`src/rtl/otg_hpi_responder.sv`:
```
// FPGA-side stand-in for the EZ-OTG HPI port: serves DATA/MAILBOX/ADDRESS/STATUS to the
// host over the otg_hpi_* PIO strobes and runs a two-way mailbox with local fabric logic.
module otg_hpi_responder #(
  parameter int MEM_AW = 8
) (
  input  logic        clk_clk,
  input  logic        reset_reset_n,
  input  logic [1:0]  hpi_addr,
  input  logic [15:0] hpi_data_in,
  output logic [15:0] hpi_data_out,
  input  logic        hpi_r_n,
  input  logic        hpi_w_n,
  input  logic        hpi_cs_n,
  input  logic        hpi_rst_n,
  output logic        hpi_int,
  output logic [15:0] mbx_in_data,
  output logic        mbx_in_valid,
  input  logic        mbx_in_ack,
  input  logic [15:0] mbx_out_data,
  input  logic        mbx_out_wr,
  output logic        mbx_out_busy
);

  typedef enum logic [1:0] {SEL_DATA, SEL_MBX, SEL_ADDR, SEL_STAT} sel_e;

  logic [15:0] mem [2**MEM_AW];
  logic [15:0] mem_rd_q;

  logic        r_n_q, r_n_d;
  logic        w_n_q, w_n_d;
  logic [15:0] addr_q, addr_d;
  logic [15:0] data_out_q, data_out_d;
  logic [15:0] mbx_in_data_q, mbx_in_data_d;
  logic        mbx_in_valid_q, mbx_in_valid_d;
  logic [15:0] mbx_out_word_q, mbx_out_word_d;
  logic        mbx_out_busy_q, mbx_out_busy_d;
  logic        ovr_q, ovr_d;
  logic        err_q, err_d;
  logic        rd_pend_q, rd_pend_d;
  sel_e        rd_sel_q, rd_sel_d;

  logic              rd_start, wr_start, illegal, rd_go, wr_go, mem_we;
  logic [MEM_AW-1:0] mem_idx;
  logic [15:0]       status_w;
  sel_e              sel_in;

  // A start that collides with the other strobe being low is rejected and flagged.
  assign rd_start = r_n_q & ~hpi_r_n & ~hpi_cs_n;
  assign wr_start = w_n_q & ~hpi_w_n & ~hpi_cs_n;
  assign illegal  = (rd_start & ~hpi_w_n) | (wr_start & ~hpi_r_n);
  assign rd_go    = rd_start & ~illegal & hpi_rst_n;
  assign wr_go    = wr_start & ~illegal & hpi_rst_n;
  assign sel_in   = sel_e'(hpi_addr);
  assign mem_idx  = addr_q[MEM_AW:1];
  assign mem_we   = wr_go & (sel_in == SEL_DATA);
  assign status_w = {err_q, 5'd0, ovr_q, mbx_in_valid_q, 7'd0, mbx_out_busy_q};

  always_comb begin
    r_n_d          = hpi_r_n;
    w_n_d          = hpi_w_n;
    addr_d         = addr_q;
    data_out_d     = data_out_q;
    mbx_in_data_d  = mbx_in_data_q;
    mbx_in_valid_d = mbx_in_valid_q;
    mbx_out_word_d = mbx_out_word_q;
    mbx_out_busy_d = mbx_out_busy_q;
    ovr_d          = ovr_q;
    err_d          = err_q;
    rd_pend_d      = rd_go;
    rd_sel_d       = sel_in;

    if (rd_pend_q) begin
      unique case (rd_sel_q)
        SEL_DATA: begin
          data_out_d = mem_rd_q;
          addr_d     = addr_q + 16'd2;
        end
        SEL_MBX: begin
          data_out_d     = mbx_out_word_q;
          mbx_out_busy_d = 1'b0;
        end
        SEL_ADDR: data_out_d = addr_q;
        SEL_STAT: data_out_d = status_w;
      endcase
    end

    // Testing the post against busy_d lets a same-cycle host read-clear admit the new word.
    if (mbx_out_wr && !mbx_out_busy_d) begin
      mbx_out_word_d = mbx_out_data;
      mbx_out_busy_d = 1'b1;
    end

    if (mbx_in_ack) mbx_in_valid_d = 1'b0;
    if (illegal) err_d = 1'b1;

    if (wr_go) begin
      unique case (sel_in)
        SEL_DATA: addr_d = addr_d + 16'd2;
        SEL_MBX: begin
          if (mbx_in_valid_q) ovr_d = 1'b1;
          mbx_in_data_d  = hpi_data_in;
          mbx_in_valid_d = 1'b1;
        end
        SEL_ADDR: addr_d = hpi_data_in;
        SEL_STAT: ;
      endcase
    end

    if (!hpi_rst_n) begin
      addr_d         = 16'd0;
      data_out_d     = 16'd0;
      mbx_in_data_d  = 16'd0;
      mbx_in_valid_d = 1'b0;
      mbx_out_word_d = 16'd0;
      mbx_out_busy_d = 1'b0;
      ovr_d          = 1'b0;
      err_d          = 1'b0;
      rd_pend_d      = 1'b0;
    end
  end

  always_ff @(posedge clk_clk or negedge reset_reset_n) begin
    if (!reset_reset_n) begin
      r_n_q          <= 1'b1;
      w_n_q          <= 1'b1;
      addr_q         <= 16'd0;
      data_out_q     <= 16'd0;
      mbx_in_data_q  <= 16'd0;
      mbx_in_valid_q <= 1'b0;
      mbx_out_word_q <= 16'd0;
      mbx_out_busy_q <= 1'b0;
      ovr_q          <= 1'b0;
      err_q          <= 1'b0;
      rd_pend_q      <= 1'b0;
      rd_sel_q       <= SEL_DATA;
    end else begin
      r_n_q          <= r_n_d;
      w_n_q          <= w_n_d;
      addr_q         <= addr_d;
      data_out_q     <= data_out_d;
      mbx_in_data_q  <= mbx_in_data_d;
      mbx_in_valid_q <= mbx_in_valid_d;
      mbx_out_word_q <= mbx_out_word_d;
      mbx_out_busy_q <= mbx_out_busy_d;
      ovr_q          <= ovr_d;
      err_q          <= err_d;
      rd_pend_q      <= rd_pend_d;
      rd_sel_q       <= rd_sel_d;
    end
  end

  // Memory has no reset so it maps onto block RAM and survives soft resets.
  always_ff @(posedge clk_clk) begin
    if (mem_we) mem[mem_idx] <= hpi_data_in;
    if (rd_go)  mem_rd_q <= mem[mem_idx];
  end

  assign hpi_data_out = data_out_q;
  assign hpi_int      = mbx_out_busy_q;
  assign mbx_out_busy = mbx_out_busy_q;
  assign mbx_in_data  = mbx_in_data_q;
  assign mbx_in_valid = mbx_in_valid_q;

endmodule

```
`config.mk`:
```
export PLATFORM = sky130hd
export DESIGN_NAME = otg_hpi_responder
export DESIGN_NICKNAME = d
export VERILOG_FILES = /design/src/rtl/otg_hpi_responder.sv
export SDC_FILE = /design/constraint.sdc
export NUM_CORES = 2
export LEC_CHECK = 0
export BUFFER_PORTS_ARGS = -buffer_cell sky130_fd_sc_hd__buf_2
export CAP_MARGIN = 25
export CORE_MARGIN = 2
export CORE_UTILIZATION = 31
export CTS_BUF_LIST = sky130_fd_sc_hd__clkbuf_8
export CTS_CLUSTER_SIZE = 30
export DETAILED_ROUTE_END_ITERATION = 16
export SLEW_MARGIN = 20
export SYNTH_ARGS = -nofsm -noshare
export SYNTH_HDL_FRONTEND = slang
export SYNTH_SLANG_ARGS = --single-unit
export TNS_END_PERCENT = 50
```
`constraint.sdc`:
```
create_clock -name clk_clk -period 11.3 [get_ports clk_clk]
set_input_delay 1.695 -clock clk_clk [delete_from_list [all_inputs] [get_ports clk_clk]]
set_output_delay 1.695 -clock clk_clk [all_outputs]
set_load 0.05 [all_outputs]
```
## Word level (Yosys, flattened, before mapping)

Memory sizes are Yosys's and may differ from the RTL's. A register that Yosys moved wholly into a read port is not among the register bits.
Index checks and enable logic that the tools add are counted.

- Output and inout bits: 35
- Memories kept: 1
- Logic and storage cells: 78
- Flip-flop bits (word level): 73
- Bits of input ports: 42
- Memory bits (read-only): 0
- Bits in writable memories: 4096
- Latch bits: 0

Memories:

| name | words | width | read ports | clocked after Yosys merged registers in | wr ports | line | source |
|---|---|---|---|---|---|---|---|
| mem | 256 | 16 | 1 | 1 | 1 | 26 | `logic [15:0] mem [2**MEM_AW];` |

- Add/subtract/negate cells: 2
- $mul: 0
- Equality and inequality tests: 11
- Order comparisons: 0
- Reductions and logical operators: 6
- Bitwise operators: 16
- Muxes and demuxes: 30
- Shift operators: 0
- Div/mod/pow operators: 0

Operators by type and width:

| kind | count |
|---|---|
| $mux W16 | 11 |
| $pmux W16 S4 | 1 |
| $add A16 B2 Y16 const B | 2 |
| $pmux W16 S2 | 1 |
| $mux W1 | 17 |
| $ne A2 B1 Y1 const B | 6 |
| $and A1 B1 Y1 | 11 |
| $eq A2 B2 Y1 const B | 3 |
| $eq A2 B1 Y1 const B | 2 |
| $logic_not A2 Y1 | 2 |
| $not A1 Y1 | 4 |
| $reduce_and A3 Y1 | 1 |
| $reduce_and A2 Y1 | 1 |
| $logic_and A1 B1 Y1 | 1 |
| $logic_not A1 Y1 | 1 |
| $or A1 B1 Y1 | 1 |

## Depth between registers and ports, before layout

- Word-level depth: 11
- Gate-level depth with buffers: 16
- Gate-level depth less buffers: 10

## Least setup slack after synthesis

No wires, ideal clock.

- Kind: flip-flop to flip-flop
- Start: register addr_q[2]
- End: register addr_q[12]
- Buffers on the path: 6
- Period minus slack after synthesis: 4.438 ns
- Required time: 11.164 ns
- Cell stages (with the launch flop): 16
- Data arrival time: 4.302 ns
- Slack: 6.862 ns
- Setup time: 0.136 ns
- Cell sequence: dfrtp_1 buf_2 buf_2 buf_2 clkbuf_1 buf_1 buf_2 inv_1 ha_1 or4bb_1 o32a_1 a221oi_2 nand4_1 or4_1 a32oi_1 o41ai_1

- Word-level cells in the longest chain between the ends: 7

RTL lines:

| item | line | source |
|---|---|---|
| start, declared | 31 | `logic [15:0] addr_q, addr_d;` |
| start signal, assigned | 139 | `addr_q <= addr_d;` |
| $add A16 B2 Y16 | 76 | `addr_d = addr_q + 16'd2;` |
| $mux W16 | 73 | `unique case (rd_sel_q)` |
| $mux W16 (*) | 72 | `if (rd_pend_q) begin` |
| $add A16 B2 Y16 | 98 | `SEL_DATA: addr_d = addr_d + 16'd2;` |
| $pmux W16 S2 | 97 | `unique case (sel_in)` |
| $mux W16 (*) | 96 | `if (wr_go) begin` |
| $mux W16 (*) | 109 | `if (!hpi_rst_n) begin` |
| net addr_d[12] | 31 |  |

Mark *: on every way through the listed nets, which the timed path passes. The rest lies on a longest branch.
A chain may end at the register's enable or synchronous reset.

==> results.toml <==
[run_status]
status = "finished clean"

[logic_synthesis]
synth_common_cells = "edfxtp_1, mux4_2, nor2_1"
synth_top_area_frac = 0.7653
syn_area_per_cell_um2 = 21.26
synth_seq_cells = 4185
syn_nets = 7636
ys_warn_count = 0
synthTopCellsByArea = "edfxtp_1, mux4_2, mux2i_1, dfrtp_1, a22oi_1"
ys_seq_area_frac = 0.7767
ys_async_sr_fraction = 0.01744
netlist_instances = 7588
synth_cell_type_count = 80
synthFlopType = "edfxtp_1"
yosysMostFrequentCell = "edfxtp_1"
yosysTopAreaCell = "edfxtp_1"
synth_edf_count = 4112
syn-cell-area_mm2 = 0.1613

[cells_and_area]
n_fill_cell = 47410
drive_above_1_share = 0.2882
regArea_mm2 = 0.1253
multi_input_area_mm2 = 0.03500
nNetsFinal = 8333
syn2layout_area_growth_pct = 14.97

[worst_setup_path]
worst_r2r_startpoint = "addr_q[1]$_DFF_PN0_"
ff2ff_path_depth = 8
crit_path_end_kind = "register"
crit_type = "reg -> reg"
ff2ff_setup_slack_ns = 5.01
cp_num_buf_inv = 2
startpoint_type = "register"
crit_fanout = 33
regToRegEndpoint = "mem_rd_q[12]$_DFFE_PP_"
required_ns = 12.29
cp_slowest_cell = "nor4_1"
cp_top_family = "simple AND/OR/NAND/NOR gates"
worstPathCellList = "buf_4, buf_4, mux4_2, a32oi_1, nand4_1, or4_1, nor4_1, nand4_1"
max_stage_delay_ns = 0.93
cp_data_arrival_time_ns = 7.28

[clock_network]
tritoncts = "yes"
numCtsBuffers = 672
clk_latency_ns = 1.28
ctsResizeCount = 0
cts_buffer_depth = 4
clock-root-buffer = "clkbuf_8"
clock-sinks = 4185
cts.clk_slew.worst_paths_ns = 0.07
cts_setup_buffers = 0
holdBufCountCts = 0
htreeDepth = 6

[power_and_ir_drop]
p_seq_frac = 0.568
power_density_mw_per_mm2 = 162.1
intPower_mw = 23.18
irDropWorstVdd_mv = 0.1227
p_sw_frac = 0.2290
leakage_nw = 56.49
p_switching_mw = 6.885
power_frac_comb = 0.030
power.clock.fraction = 0.403

[grt]
grt_pass1_wl_um = 762200
first_global_vias = 85740
antenna_found_initial = 61
overflow = 0
track_usage = 0.2109
grt_max_degree = 158

[floorplanning]
dieHeight_um = 725.4
num_rows = 264
die_w_um = 725.4
start_util = 0.3117
die-area_mm2 = 0.5262
core-area_mm2 = 0.5176
io_pins = 77

[detailed_routing]
drc = 0
vias = 89300
antenna_left = 0
drt_iter0_markers = 14990
wl_um = 572500
dr.pass1.iters = 11
post_drt_via_cell_ratio = 5.668
wl_per_cell_um = 36.34

[timing]
worstMarginPinSlew_ns = 1.367
drv_slew = 0
layout_min_cycle_time_ns = 6.287
max-slew-margin-rel = 0.08023
clock_skew_ns = 0.1056
final_hold_viol_count = 0
max_freq_ghz = 0.1590
tns_ns = 0
min_period_over_period = 0.5564
setup_violations = 0
fin_hold_ws_ns = 0.3565
grt_setup_unrepaired = "false"

[placed_design]
place_hpwl_um = 372300
portBuffers = 76
gp_congestion = 1.085

[worst_hold_path]
hold_class = "in -> async"

[job]
max_cap_violations = 0
-- cells in the final DEF, fill, tap and decap left out, types with 50 or more instances in the layout --
master and count:
clkinv_1 160, nand3_1 120, edfxtp_1 4112, buf_2 64, mux2i_1 241, o21ai_0 50
nor2_1 127, a21oi_1 108, dfrtp_1 63, nand2_1 260, nor2_2 198, buf_6 66
mux4_2 958, clkinv_2 54, a22oi_1 188, clkbuf_8 680, inv_1 239, buf_4 292
-- registers in the layout (all words and copies together) (netlist names), 2 cells and up --
signal,cells
mem,4096
addr_q,16
hpi_data_out,16
mbx_in_data,16
mbx_out_word_q,16
mem_rd_q,16
rd_sel_q,2
-- how the worst max path moves through the flow --
stage | from | end | cells after the start
final | addr_q[1]$_DFF_PN0_ | mem_rd_q[12]$_DFFE_PP_ | 8
after global routing | addr_q[1]$_DFF_PN0_ | mem_rd_q[12]$_DFFE_PP_ | 8
after CTS | addr_q[1]$_DFF_PN0_ | mem_rd_q[12]$_DFFE_PP_ | 8
after detailed placement | addr_q[1]$_DFF_PN0_ | mem_rd_q[12]$_DFFE_PP_ | 8
after global placement | addr_q[1]$_DFF_PN0_ | mem_rd_q[0]$_DFFE_PP_ | 8
after floorplan | addr_q[2]$_DFF_PN0_ | addr_q[12]$_DFF_PN0_ | 15
-- logic make-up (layout without fill, tap and decap cells) --
logic type,after synthesis,in the layout,synth area share
AND/OR/NAND/NOR,1010,1010,0.02946
adder cells (fa/ha/maj),6,6,0.0004653
other,0,27,0
AO/OA/AOI/OAI,698,698,0.03094
flip-flops,4185,4185,0.7767
multiplexers,1212,1212,0.1495
buffers and inverters,465,1689,0.01228
XOR/XNOR,12,12,0.0006514
-- final cells by class --
cell class,instances,area share
Multi-Input combinational cell,2938,0.1887
Clock buffer,679,0.05038
Timing Repair Buffer,480,0.02275
Antenna cell,27,0.0003643
Sequential cell,4185,0.6757
Tap cell,6916,0.04665
Inverter,8,0.0002024
Clock inverter,522,0.01527
-- power by group through the flow --
stage | Clock, mW | Combinational, mW | Sequential [mW]
global route | 12.9 | 0.907 | 17.1
CTS | 12.2 | 0.876 | 17.1
finish | 12.1 | 0.893 | 17.1
global placement | 0 | 0.850 | 17.4
detailed placement | 0 | 0.875 | 17.4
floorplan | 0 | 0.308 | 17.4
-- metal layers --
layer  up-vias  share of wire  global-route usage  routed length [um]
met5         -         0.0010            0.006168                 581
met4        34          0.070              0.1269               39980
met3      1446           0.14             0.08157               79270
met2      6997           0.43              0.3032              246000
met1     47340           0.36              0.2688              206700
li1      33480              -                   -                   -
-- metrics by stage --
stage / power [mW] / setup slack (ns) / instance area, um2 / util / cells
2_1_floorplan: 17.69 / 6.862 / 161300 / - / 7588
3_3_place_gp: 18.24 / 5.193 / 171800 / 0.3319 / 14420
3_5_place_dp: 18.26 / 5.361 / 172400 / 0.3332 / 14470
4_1_cts: 30.16 / 5.316 / 184600 / 0.3567 / 15670
5_1_grt: 30.87 / 5.050 / 185400 / 0.3582 / 15730
6_report: 30.07 / 5.013 / 185500 / 0.3584 / 15760
Power figures use the tool's default switching activity.
